### src/rtl/mips_ram_arbiter_pkg.sv
// Shared types and constants for the Mips 16-bit RAM arbiter slice.
package mips_mem_pkg;
  typedef enum logic [1:0] {IDLE, HI, LO, ACK} state_t;
  typedef enum logic {PORT_IF = 1'b0, PORT_DM = 1'b1} port_t;

  localparam int WORD_W = 32;
  localparam int HALF_W = 16;
  localparam int BE_W   = 4;

  localparam logic RAM_ON  = 1'b0;
  localparam logic RAM_OFF = 1'b1;
endpackage

### src/rtl/mips_ram_arbiter_if.sv
// Core-side request ports plus RAM pin triple; slave = arbiter, master = core/RAM side.
interface mips_ram_arbiter_if
  import mips_mem_pkg::*;
#(parameter int RAM_AW = 18);
  logic              if_req;
  logic [RAM_AW:0]   if_addr;
  logic [WORD_W-1:0] if_rdata;
  logic              if_ack;
  logic              dm_req;
  logic              dm_we;
  logic [RAM_AW:0]   dm_addr;
  logic [WORD_W-1:0] dm_wdata;
  logic [BE_W-1:0]   dm_be;
  logic [WORD_W-1:0] dm_rdata;
  logic              dm_ack;
  logic              err;
  logic [RAM_AW-1:0] ram_addr;
  logic [HALF_W-1:0] ram_dout;
  logic [HALF_W-1:0] ram_din;
  logic              ram_doe;
  logic              ram_wre;
  logic              ram_oute;
  logic              ram_hb_mask;
  logic              ram_lb_mask;
  logic              ram_chip_en;

  modport master (
    output if_req, if_addr, dm_req, dm_we, dm_addr, dm_wdata, dm_be, ram_din,
    input  if_rdata, if_ack, dm_rdata, dm_ack, err, ram_addr, ram_dout, ram_doe,
           ram_wre, ram_oute, ram_hb_mask, ram_lb_mask, ram_chip_en
  );
  modport slave (
    input  if_req, if_addr, dm_req, dm_we, dm_addr, dm_wdata, dm_be, ram_din,
    output if_rdata, if_ack, dm_rdata, dm_ack, err, ram_addr, ram_dout, ram_doe,
           ram_wre, ram_oute, ram_hb_mask, ram_lb_mask, ram_chip_en
  );
endinterface

### src/rtl/mips_ram_arbiter_rr.sv
// Two-way round-robin picker; last_grant advances only when en and a request is granted.
module rr_arbiter2
  import mips_mem_pkg::*;
(
  input  logic       gclk,
  input  logic       grst_n,
  input  logic [1:0] req,
  input  logic       en,
  output logic       vld,
  output port_t      gnt
);
  port_t last_q;

  always_comb begin
    vld = |req;
    gnt = PORT_IF;
    if (req[0] && req[1]) gnt = (last_q == PORT_IF) ? PORT_DM : PORT_IF;
    else if (req[1])      gnt = PORT_DM;
  end

  // DM out of reset so IF wins the first tie
  always_ff @(posedge gclk or negedge grst_n)
    if (!grst_n)          last_q <= PORT_DM;
    else if (en && vld)   last_q <= gnt;
endmodule

### src/rtl/mips_ram_arbiter.sv
// IF/DM arbiter for a 16-bit async RAM: big-endian HI/LO halfword cycles per word.
// Optional RAM_ARB_ALIGN_CHECK_EN: misaligned word accesses ack with err and no RAM cycle.
module mips_ram_arbiter
  import mips_mem_pkg::*;
#(
  parameter int RAM_AW      = 18,
  parameter int WAIT_STATES = 0
) (
  input logic               clock,
  input logic               reset,
  mips_ram_arbiter_if.slave bus
);
  localparam logic [2:0] LAST_CNT = 3'(WAIT_STATES);

  state_t              state_q, state_d;
  port_t               port_q, gnt;
  logic                gnt_vld, grant, we_q, mis, last;
  logic [RAM_AW-1:0]   base_q;
  logic [WORD_W-1:0]   wdata_q, word_q;
  logic [BE_W-1:0]     be_q;
  logic [2:0]          cnt_q;
  logic [RAM_AW:0]     sel_addr;
  logic                sel_we;
  logic [BE_W-1:0]     sel_be;
  logic                if_ack, dm_ack;

  rr_arbiter2 u_arb (
    .gclk(clock), .grst_n(reset), .req({bus.dm_req, bus.if_req}),
    .en(state_q == IDLE), .vld(gnt_vld), .gnt(gnt)
  );

  assign grant    = (state_q == IDLE) && gnt_vld;
  assign sel_addr = (gnt == PORT_DM) ? bus.dm_addr : bus.if_addr;
  assign sel_we   = (gnt == PORT_DM) && bus.dm_we;
  assign sel_be   = (gnt == PORT_DM) ? bus.dm_be : 4'hF;
  assign last     = (cnt_q == LAST_CNT);

`ifdef RAM_ARB_ALIGN_CHECK_EN
  logic err_q;
  // sub-word writes may legitimately target any byte lane
  assign mis = (sel_addr[1:0] != 2'b00) && (!sel_we || sel_be == 4'hF);
  always_ff @(posedge clock or negedge reset)
    if (!reset)     err_q <= 1'b0;
    else if (grant) err_q <= mis;
  assign bus.err = (state_q == ACK) && err_q;
`else
  wire unused_lo = ^sel_addr[1:0];
  assign mis     = 1'b0;
  assign bus.err = 1'b0;
`endif

  always_comb begin
    state_d = state_q;
    case (state_q)
      IDLE: if (gnt_vld) begin
        if (mis || (sel_we && sel_be == 4'h0)) state_d = ACK;
        else if (sel_we && sel_be[3:2] == 2'b00) state_d = LO;
        else                                     state_d = HI;
      end
      HI:  if (last) state_d = (we_q && be_q[1:0] == 2'b00) ? ACK : LO;
      LO:  if (last) state_d = ACK;
      default: state_d = IDLE;
    endcase
  end

  always_ff @(posedge clock or negedge reset)
    if (!reset) begin
      state_q <= IDLE;
      port_q  <= PORT_IF;
      we_q    <= 1'b0;
      base_q  <= '0;
      wdata_q <= '0;
      be_q    <= '0;
      word_q  <= '0;
      cnt_q   <= '0;
    end else begin
      state_q <= state_d;
      cnt_q   <= ((state_q == HI || state_q == LO) && !last) ? cnt_q + 3'd1 : 3'd0;
      if (grant) begin
        port_q  <= gnt;
        we_q    <= sel_we;
        base_q  <= {sel_addr[RAM_AW:2], 1'b0};
        wdata_q <= bus.dm_wdata;
        be_q    <= sel_be;
        word_q  <= '0;
      end
      if (state_q == HI && last && !we_q) word_q[31:16] <= bus.ram_din;
      if (state_q == LO && last && !we_q) word_q[15:0]  <= bus.ram_din;
    end

  // controls decode straight from state so an async reset drops them at once
  always_comb begin
    bus.ram_addr    = '0;
    bus.ram_dout    = '0;
    bus.ram_doe     = 1'b0;
    bus.ram_wre     = RAM_OFF;
    bus.ram_oute    = RAM_OFF;
    bus.ram_hb_mask = RAM_OFF;
    bus.ram_lb_mask = RAM_OFF;
    bus.ram_chip_en = RAM_OFF;
    if (state_q == HI || state_q == LO) begin
      bus.ram_chip_en = RAM_ON;
      bus.ram_addr    = (state_q == HI) ? base_q : (base_q | RAM_AW'(1));
      if (we_q) begin
        bus.ram_wre     = RAM_ON;
        bus.ram_doe     = 1'b1;
        bus.ram_dout    = (state_q == HI) ? wdata_q[31:16] : wdata_q[15:0];
        bus.ram_hb_mask = ~((state_q == HI) ? be_q[3] : be_q[1]);
        bus.ram_lb_mask = ~((state_q == HI) ? be_q[2] : be_q[0]);
      end else begin
        bus.ram_oute    = RAM_ON;
        bus.ram_hb_mask = RAM_ON;
        bus.ram_lb_mask = RAM_ON;
      end
    end
  end

  assign if_ack       = (state_q == ACK) && (port_q == PORT_IF);
  assign dm_ack       = (state_q == ACK) && (port_q == PORT_DM);
  assign bus.if_ack   = if_ack;
  assign bus.dm_ack   = dm_ack;
  assign bus.if_rdata = if_ack ? word_q : '0;
  assign bus.dm_rdata = dm_ack ? word_q : '0;
endmodule
### src/flat_wrapper.sv
// flat-port wrapper written by rule: the top's interface ports become plain ports
module mips_ram_arbiter_flat import mips_mem_pkg::*;
#(
  parameter int RAM_AW      = 18,
  parameter int WAIT_STATES = 0
)
  (clock, reset, bus_if_req, bus_if_addr, bus_dm_req, bus_dm_we, bus_dm_addr, bus_dm_wdata, bus_dm_be, bus_ram_din, bus_if_rdata, bus_if_ack, bus_dm_rdata, bus_dm_ack, bus_err, bus_ram_addr, bus_ram_dout, bus_ram_doe, bus_ram_wre, bus_ram_oute, bus_ram_hb_mask, bus_ram_lb_mask, bus_ram_chip_en);
  mips_ram_arbiter_if #(.RAM_AW(RAM_AW)) bus_i ();
  input logic clock;
  input logic reset;
  input wire logic [$bits(bus_i.if_req)-1:0] bus_if_req;
  input wire logic [$bits(bus_i.if_addr)-1:0] bus_if_addr;
  input wire logic [$bits(bus_i.dm_req)-1:0] bus_dm_req;
  input wire logic [$bits(bus_i.dm_we)-1:0] bus_dm_we;
  input wire logic [$bits(bus_i.dm_addr)-1:0] bus_dm_addr;
  input wire logic [$bits(bus_i.dm_wdata)-1:0] bus_dm_wdata;
  input wire logic [$bits(bus_i.dm_be)-1:0] bus_dm_be;
  input wire logic [$bits(bus_i.ram_din)-1:0] bus_ram_din;
  output wire logic [$bits(bus_i.if_rdata)-1:0] bus_if_rdata;
  output wire logic [$bits(bus_i.if_ack)-1:0] bus_if_ack;
  output wire logic [$bits(bus_i.dm_rdata)-1:0] bus_dm_rdata;
  output wire logic [$bits(bus_i.dm_ack)-1:0] bus_dm_ack;
  output wire logic [$bits(bus_i.err)-1:0] bus_err;
  output wire logic [$bits(bus_i.ram_addr)-1:0] bus_ram_addr;
  output wire logic [$bits(bus_i.ram_dout)-1:0] bus_ram_dout;
  output wire logic [$bits(bus_i.ram_doe)-1:0] bus_ram_doe;
  output wire logic [$bits(bus_i.ram_wre)-1:0] bus_ram_wre;
  output wire logic [$bits(bus_i.ram_oute)-1:0] bus_ram_oute;
  output wire logic [$bits(bus_i.ram_hb_mask)-1:0] bus_ram_hb_mask;
  output wire logic [$bits(bus_i.ram_lb_mask)-1:0] bus_ram_lb_mask;
  output wire logic [$bits(bus_i.ram_chip_en)-1:0] bus_ram_chip_en;
  assign bus_i.if_req = bus_if_req;
  assign bus_i.if_addr = bus_if_addr;
  assign bus_i.dm_req = bus_dm_req;
  assign bus_i.dm_we = bus_dm_we;
  assign bus_i.dm_addr = bus_dm_addr;
  assign bus_i.dm_wdata = bus_dm_wdata;
  assign bus_i.dm_be = bus_dm_be;
  assign bus_i.ram_din = bus_ram_din;
  assign bus_if_rdata = bus_i.if_rdata;
  assign bus_if_ack = bus_i.if_ack;
  assign bus_dm_rdata = bus_i.dm_rdata;
  assign bus_dm_ack = bus_i.dm_ack;
  assign bus_err = bus_i.err;
  assign bus_ram_addr = bus_i.ram_addr;
  assign bus_ram_dout = bus_i.ram_dout;
  assign bus_ram_doe = bus_i.ram_doe;
  assign bus_ram_wre = bus_i.ram_wre;
  assign bus_ram_oute = bus_i.ram_oute;
  assign bus_ram_hb_mask = bus_i.ram_hb_mask;
  assign bus_ram_lb_mask = bus_i.ram_lb_mask;
  assign bus_ram_chip_en = bus_i.ram_chip_en;
  mips_ram_arbiter #(.RAM_AW(RAM_AW), .WAIT_STATES(WAIT_STATES)) u_core (.clock(clock), .reset(reset), .bus(bus_i));
endmodule
### config.mk
export PLATFORM = sky130hd
export DESIGN_NAME = mips_ram_arbiter_flat
export DESIGN_NICKNAME = d
export VERILOG_FILES = /design/src/rtl/mips_ram_arbiter_pkg.sv /design/src/rtl/mips_ram_arbiter_if.sv /design/src/rtl/mips_ram_arbiter_rr.sv /design/src/rtl/mips_ram_arbiter.sv /design/src/flat_wrapper.sv
export SDC_FILE = /design/constraint.sdc
export NUM_CORES = 1
export LEC_CHECK = 0
export BUFFER_PORTS_ARGS = -buffer_cell sky130_fd_sc_hd__clkbuf_2
export CORE_ASPECT_RATIO = 1.75
export CORE_MARGIN = 4
export CORE_UTILIZATION = 50
export CTS_BUF_LIST = sky130_fd_sc_hd__clkbuf_4 sky130_fd_sc_hd__clkbuf_8 sky130_fd_sc_hd__clkbuf_16
export DETAILED_ROUTE_END_ITERATION = 16
export PLACE_DENSITY = 0.88
export SKIP_LAST_GASP = 1
export SLEW_MARGIN = 20
export SYNTH_ARGS = -nofsm -noshare
export SYNTH_HDL_FRONTEND = slang
export SYNTH_HIERARCHICAL = 1
export SYNTH_SLANG_ARGS = --single-unit
### constraint.sdc
create_clock -name clock -period 2.27 [get_ports clock]
set_input_delay 0.1135 -clock clock [delete_from_list [all_inputs] [get_ports clock]]
set_output_delay 0.1135 -clock clock [all_outputs]
set_load 0.01 [all_outputs]
=== Word level (Yosys, flattened, before mapping) ===
Index checks and enable logic that the tools add are counted.

* $add $sub $neg: 1
* Multiply operators: 0
* Divide/modulo/power cells: 0
* Order comparisons: 0
* Eq/ne operators: 6
* Shift operators: 0
* Multiplexer cells: 35
* Bitwise gates (word level): 3
* Reductions and logical operators: 25

{| class="wikitable"
|+ Operators by type and width
! kind !! number
|-
| two-way mux 32 bit || 3
|-
| two-way mux 16 bit || 5
|-
| two-way mux 19 bit || 1
|-
| two-way mux 18 bit || 1
|-
| two-way mux 1 bit || 17
|-
| logical AND 1 bit || 13
|-
| two-way mux 2 bit || 5
|-
| zero test 2 bit || 3
|-
| != test 2 x 1 -> 1 bit, second input constant || 3
|-
| case mux 2 bit (3 select lines) || 1
|-
| == test 2 bit, second input constant || 2
|-
| zero test 4 bit || 1
|-
| two-way mux 4 bit || 1
|-
| nonzero test 2 bit || 2
|-
| adder 3 x 1 -> 3 bit, second input constant || 1
|-
| zero test 3 bit || 1
|-
| two-way mux 3 bit || 1
|-
| inverter 1 bit || 3
|-
| AND reduction 3 bit || 1
|-
| == test 2 x 1 -> 1 bit, second input constant || 1
|-
| zero test 1 bit || 2
|-
| OR reduction 2 bit || 1
|-
| logical OR 1 bit || 1
|}

* Register bits after elaboration: 93
* Bits in latches: 0
* Bits in writable memories: 0
* Bits in read-only memories: 0
* Input port bits: 95
* Output and inout bits: 107
* Word-level logic and storage cells: 80
* Memories kept: 0

=== Logic depth before layout (Yosys ltp) ===
* Depth after elaboration: 9
* Depth in mapped cells: 7
* Mapped depth without buffers: 6

=== Modules after synthesis ===
Netlist, hierarchy kept.

{| class="wikitable"
|+ Modules (own cells, without submodules)
! module !! times used !! cells an instance !! area each (um2) !! sequential area each (um2)
|-
| mips_ram_arbiter || 1 || 482 || 4724.5 || 2302.2
|-
| rr_arbiter2 || 1 || 5 || 51.3 || 26.3
|}

=== Worst setup path before layout ===
Ideal clock, no wire load.

* Path type: register to register
* Start: reg u_core.state_q[0]
* End: reg u_core.wdata_q[10]
* Library setup time: 0.125 ns
* Data arrival time: 1.377 ns
* Required time: 2.145 ns
* Path slack: 0.768 ns
* Stages on the path, launching flop included: 6
* Path buffers: 1
* Clock period less this slack: 1.502 ns
* Path through: dfrtp_1 inv_1 ha_1 nand2_2 buf_2 mux2_2

* Cells in the longest elaborated chain, start to end: 2

{| class="wikitable"
|+ RTL lines
! element !! RTL line !! text
|-
| start, declared || mips_ram_arbiter.sv:15 || <nowiki>state_t state_q, state_d;</nowiki>
|-
| start signal, assigned || mips_ram_arbiter.sv:77 || <nowiki>state_q <= state_d;</nowiki>
|-
| zero test 2 bit || mips_ram_arbiter.sv:32 || <nowiki>assign grant = (state_q == IDLE) && gnt_vld;</nowiki>
|-
| logical AND 1 bit || mips_ram_arbiter.sv:32 ||
|-
| end signal, assigned || mips_ram_arbiter.sv:83 || <nowiki>wdata_q <= bus.dm_wdata;</nowiki>
|-
| end, declared || mips_ram_arbiter.sv:19 || <nowiki>logic [WORD_W-1:0] wdata_q, word_q;</nowiki>
|}

No other way between the ends.
A chain may end at the register's enable or synchronous reset.

=== Worst setup path in the final report ===
* Start: reg u_core.state_q[0]
* End: out bus_if_rdata[10]

* Cells in the longest elaborated chain, start to end: 3

{| class="wikitable"
|+ RTL lines
! element !! RTL line !! text
|-
| == test 2 bit || mips_ram_arbiter.sv:118 || <nowiki>assign if_ack = (state_q == ACK) && (port_q == PORT_IF);</nowiki>
|-
| logical AND 1 bit || mips_ram_arbiter.sv:118 ||
|-
| two-way mux 32 bit || mips_ram_arbiter.sv:122 || <nowiki>assign bus.if_rdata = if_ack ? word_q : '0;</nowiki>
|-
| end, declared || flat_wrapper.sv:19 || <nowiki>output wire logic [$bits(bus_i.if_rdata)-1:0] bus_if_rdata;</nowiki>
|}

No other way between the ends.

==> qor.txt <==
Total GRT Usage: 0.221
routed wire length per instance: 15.2 µm
CTS tree: built
Sinks on Clock Net: 93
Peak VDD IR: 748 µV
CP Launch Type: flop
port bufs: 196
synth top area cells: dfrtp_1 (48%), mux2_2 (8.0%), mux2i_1 (7.8%)
# setup viols final: 0
Crit Path Class: reg -> out
flops & latches, synth: 93
final instance area: 6230 µm²
Sw Ratio: 0.390
DP HPWL: 9.27 mm
Area Growth Syn to Fin: 30.4%
commonest non-fill, non-tap cell in the layout: clkbuf_2
pins over their slew limit: 0
crit share post-route: 0.918
n_diodes: 0
combinational share of power: 0.445
Seq/Total Area, Yosys: 0.488
worst reg2reg path startpoint: u_core/state_q[0]
fraction of layout cells with a size suffix above 1: 0.386
reg2reg path depth: 5
DRC viols: 0
DR vias: 4140
Crit Path Max Fanout: 33
clk_skew: 0.00668 ns
post-synth top area share: 0.482
vias per cell: 5.14
CP required: 2.16 ns
P_sw: 3060 µW
MaxCap Viol Count: 0
worst flop-to-flop path endpoint: u_core/word_q[7]
Flop pwr share: 0.365
full die area: 11200 µm²
area post-placement: 5830 µm²
power share of the clock group: 0.190
CTS clk-pin slew, worst paths: 0.07 ns
Post-Synthesis Cells: 487
fmax: 480 MHz
largest net degree at the start of global routing: 77
TritonCTS buffer count: 9
synth unique cells: 30
status: finished clean
Clock Root Buffer: clkbuf_16
setup tns final: 0 ns
grt total ovfl: 0
Max-slew headroom: 0.386
routability cong.: 0.817
Ports: 202
drt total wl: 12.2 mm
Avg Cell Area, Syn: 9.81 µm²
initial antenna violation count: 0
R2R setup slack: 0.48 ns
commonest cells after routing, fill and taps aside: clkbuf_2 (195), dfrtp_1 (92), nand2_1 (91)
H-tree Lvls: 3
core footprint: 9410 µm²
beginning of the worst hold path: bus_dm_wdata[21]
DR pass1 iterations: 4
CP Data Arrival Time: 1.97 ns
clk_lat worst skew: 0.33 ns
die height: 137 µm
Worst-Margin Slew: 0.921 ns
Post-CTS Setup Inserts: 0
fin crit period: 2.08 ns
Final nets: 781
Final ANT Viol Nets: 0
first-pass GRT wire length: 19.1 mm
WHS Endpoint: u_core/wdata_q[21]
Site Rows: 47
Fin. Hold Viols: 0
vias in the first global route: 4170
CP Capture Type: output pin
Starting Density: 0.508
clock buffer depth: 2
Synthesized Nets: 589
Die X-Extent: 81.9 µm
detailed router's first-iteration violation count: 125
RSZ-0062 raised after global routing: false
Post-Syn Area: 4780 µm²
hold path cells: 2
static leakage: 0.00330 µW
cell internal pwr: 4790 µW
area leader, netlist: dfrtp_1
Power Dens Cells: 1260 nW/µm²
Synth warnings: 6
worst min-delay path class: in -> reg
## worst max-delay path: stages (launching register included)
cell and delay, ns:
dfrtp_1 0.42, ha_1 0.20, and2b_1 0.64, and2_1 0.23
clkbuf_2 0.13
## power groups by stage
stage | registers, µW | clock network (µW) | logic, µW
after floorplan | 2710 | 0 | 2520
after global placement | 2810 | 0 | 3350
after detailed placement | 2880 | 0 | 3490
after CTS | 2860 | 1530 | 3520
after global routing | 2950 | 1590 | 3930
final | 2870 | 1490 | 3490
## per-layer routing
metal	part of all wire	track usage	routed length (µm)
met5	0	0	0
met4	0.046	0.140	561
met3	0.063	0.0393	777
met2	0.54	0.396	6660
met1	0.35	0.229	4240
## final cells by class
| class | count | area, µm² |
|---|---|---|
| Multi-Input combinational cell | 351 | 2240 |
| Tap cell | 122 | 153 |
| Fill cell | 743 | 3180 |
| Timing Repair Buffer | 217 | 1180 |
| Clock buffer | 9 | 225 |
| Clock inverter | 7 | 75.1 |
| Inverter | 7 | 26.3 |
| Sequential cell | 93 | 2330 |
## cell families after synthesis
| kind of cell | Yosys count | share of synthesized area |
|---|---|---|
| AO/OA/AOI/OAI | 63 | 0.0671 |
| adder cells (fa/ha/maj) | 7 | 0.0183 |
| buffers and inverters | 43 | 0.0453 |
| flip-flops | 93 | 0.488 |
| multiplexers | 71 | 0.158 |
| other | 1 | 0.000785 |
| AND/OR/NAND/NOR | 209 | 0.223 |
## sequential cells by signal (all words and copies together), names as in the netlist
signal and count:
u_core/base_q 17, u_core/be_q 4, u_core/cnt_q 3, u_core/port_q 1
u_core/state_q 2, u_core/u_arb/last_q 1, u_core/wdata_q 32, u_core/we_q 1
u_core/word_q 32
## metrics by stage
step | setup WS (ns) | instances | hold WS [ns] | util | power, µW
5_1_grt | 0.0363 | 806 | 0.00126 | 0.662 | 8470
6_report | 0.186 | 806 | 0.00548 | 0.662 | 7850
2_1_floorplan | 0.768 | 487 | -0.182 | - | 5230
3_3_place_gp | 0.559 | 780 | 0.290 | 0.619 | 6160
4_1_cts | 0.148 | 806 | 0.000128 | 0.662 | 7900
3_5_place_dp | 0.487 | 780 | 0.310 | 0.619 | 6370
## synthesized netlist by cell type
cell type / n
buf_4: 7
conb_1: 1
and2b_1: 1
nor3b_4: 2
and3_1: 34
nand2b_1: 2
dfstp_2: 1
o21ai_1: 4
clkbuf_1: 15
nand2_2: 1
a21oi_1: 2
a31oi_1: 2
nor2_1: 20
o21ai_0: 54
ha_1: 7
mux2_2: 34
inv_1: 7
buf_2: 10
nand2_1: 92
buf_1: 1
nor2b_1: 4
and2_1: 50
a21boi_0: 1
nand4bb_1: 1
mux2i_1: 37
buf_6: 2
dfrtp_1: 92
or2_1: 1
nand2b_4: 1
clkbuf_2: 1
## how the worst max path moves through the flow
stage	start	endpoint	slack (ns)	depth (start not counted)
CTS	u_core/state_q[0]	bus_ram_dout[9]	0.15	5
global route	u_core/state_q[0]	bus_if_rdata[0]	0.04	4
detailed placement	u_core/state_q[0]	u_core/word_q[8]	0.49	5
floorplan	u_core/state_q[0]	u_core/wdata_q[10]	0.77	5
finish	u_core/state_q[0]	bus_if_rdata[10]	0.19	4
global placement	u_core/cnt_q[0]	u_core/word_q[0]	0.56	6
## repair_timing
action	in CTS	in global routing
gates resized for setup	0	1
endpoints found under the hold margin	80	0
setup endpoints to repair	0	3
hold buffers	10	0
Note: power is estimated with default switching activity, not from simulation.
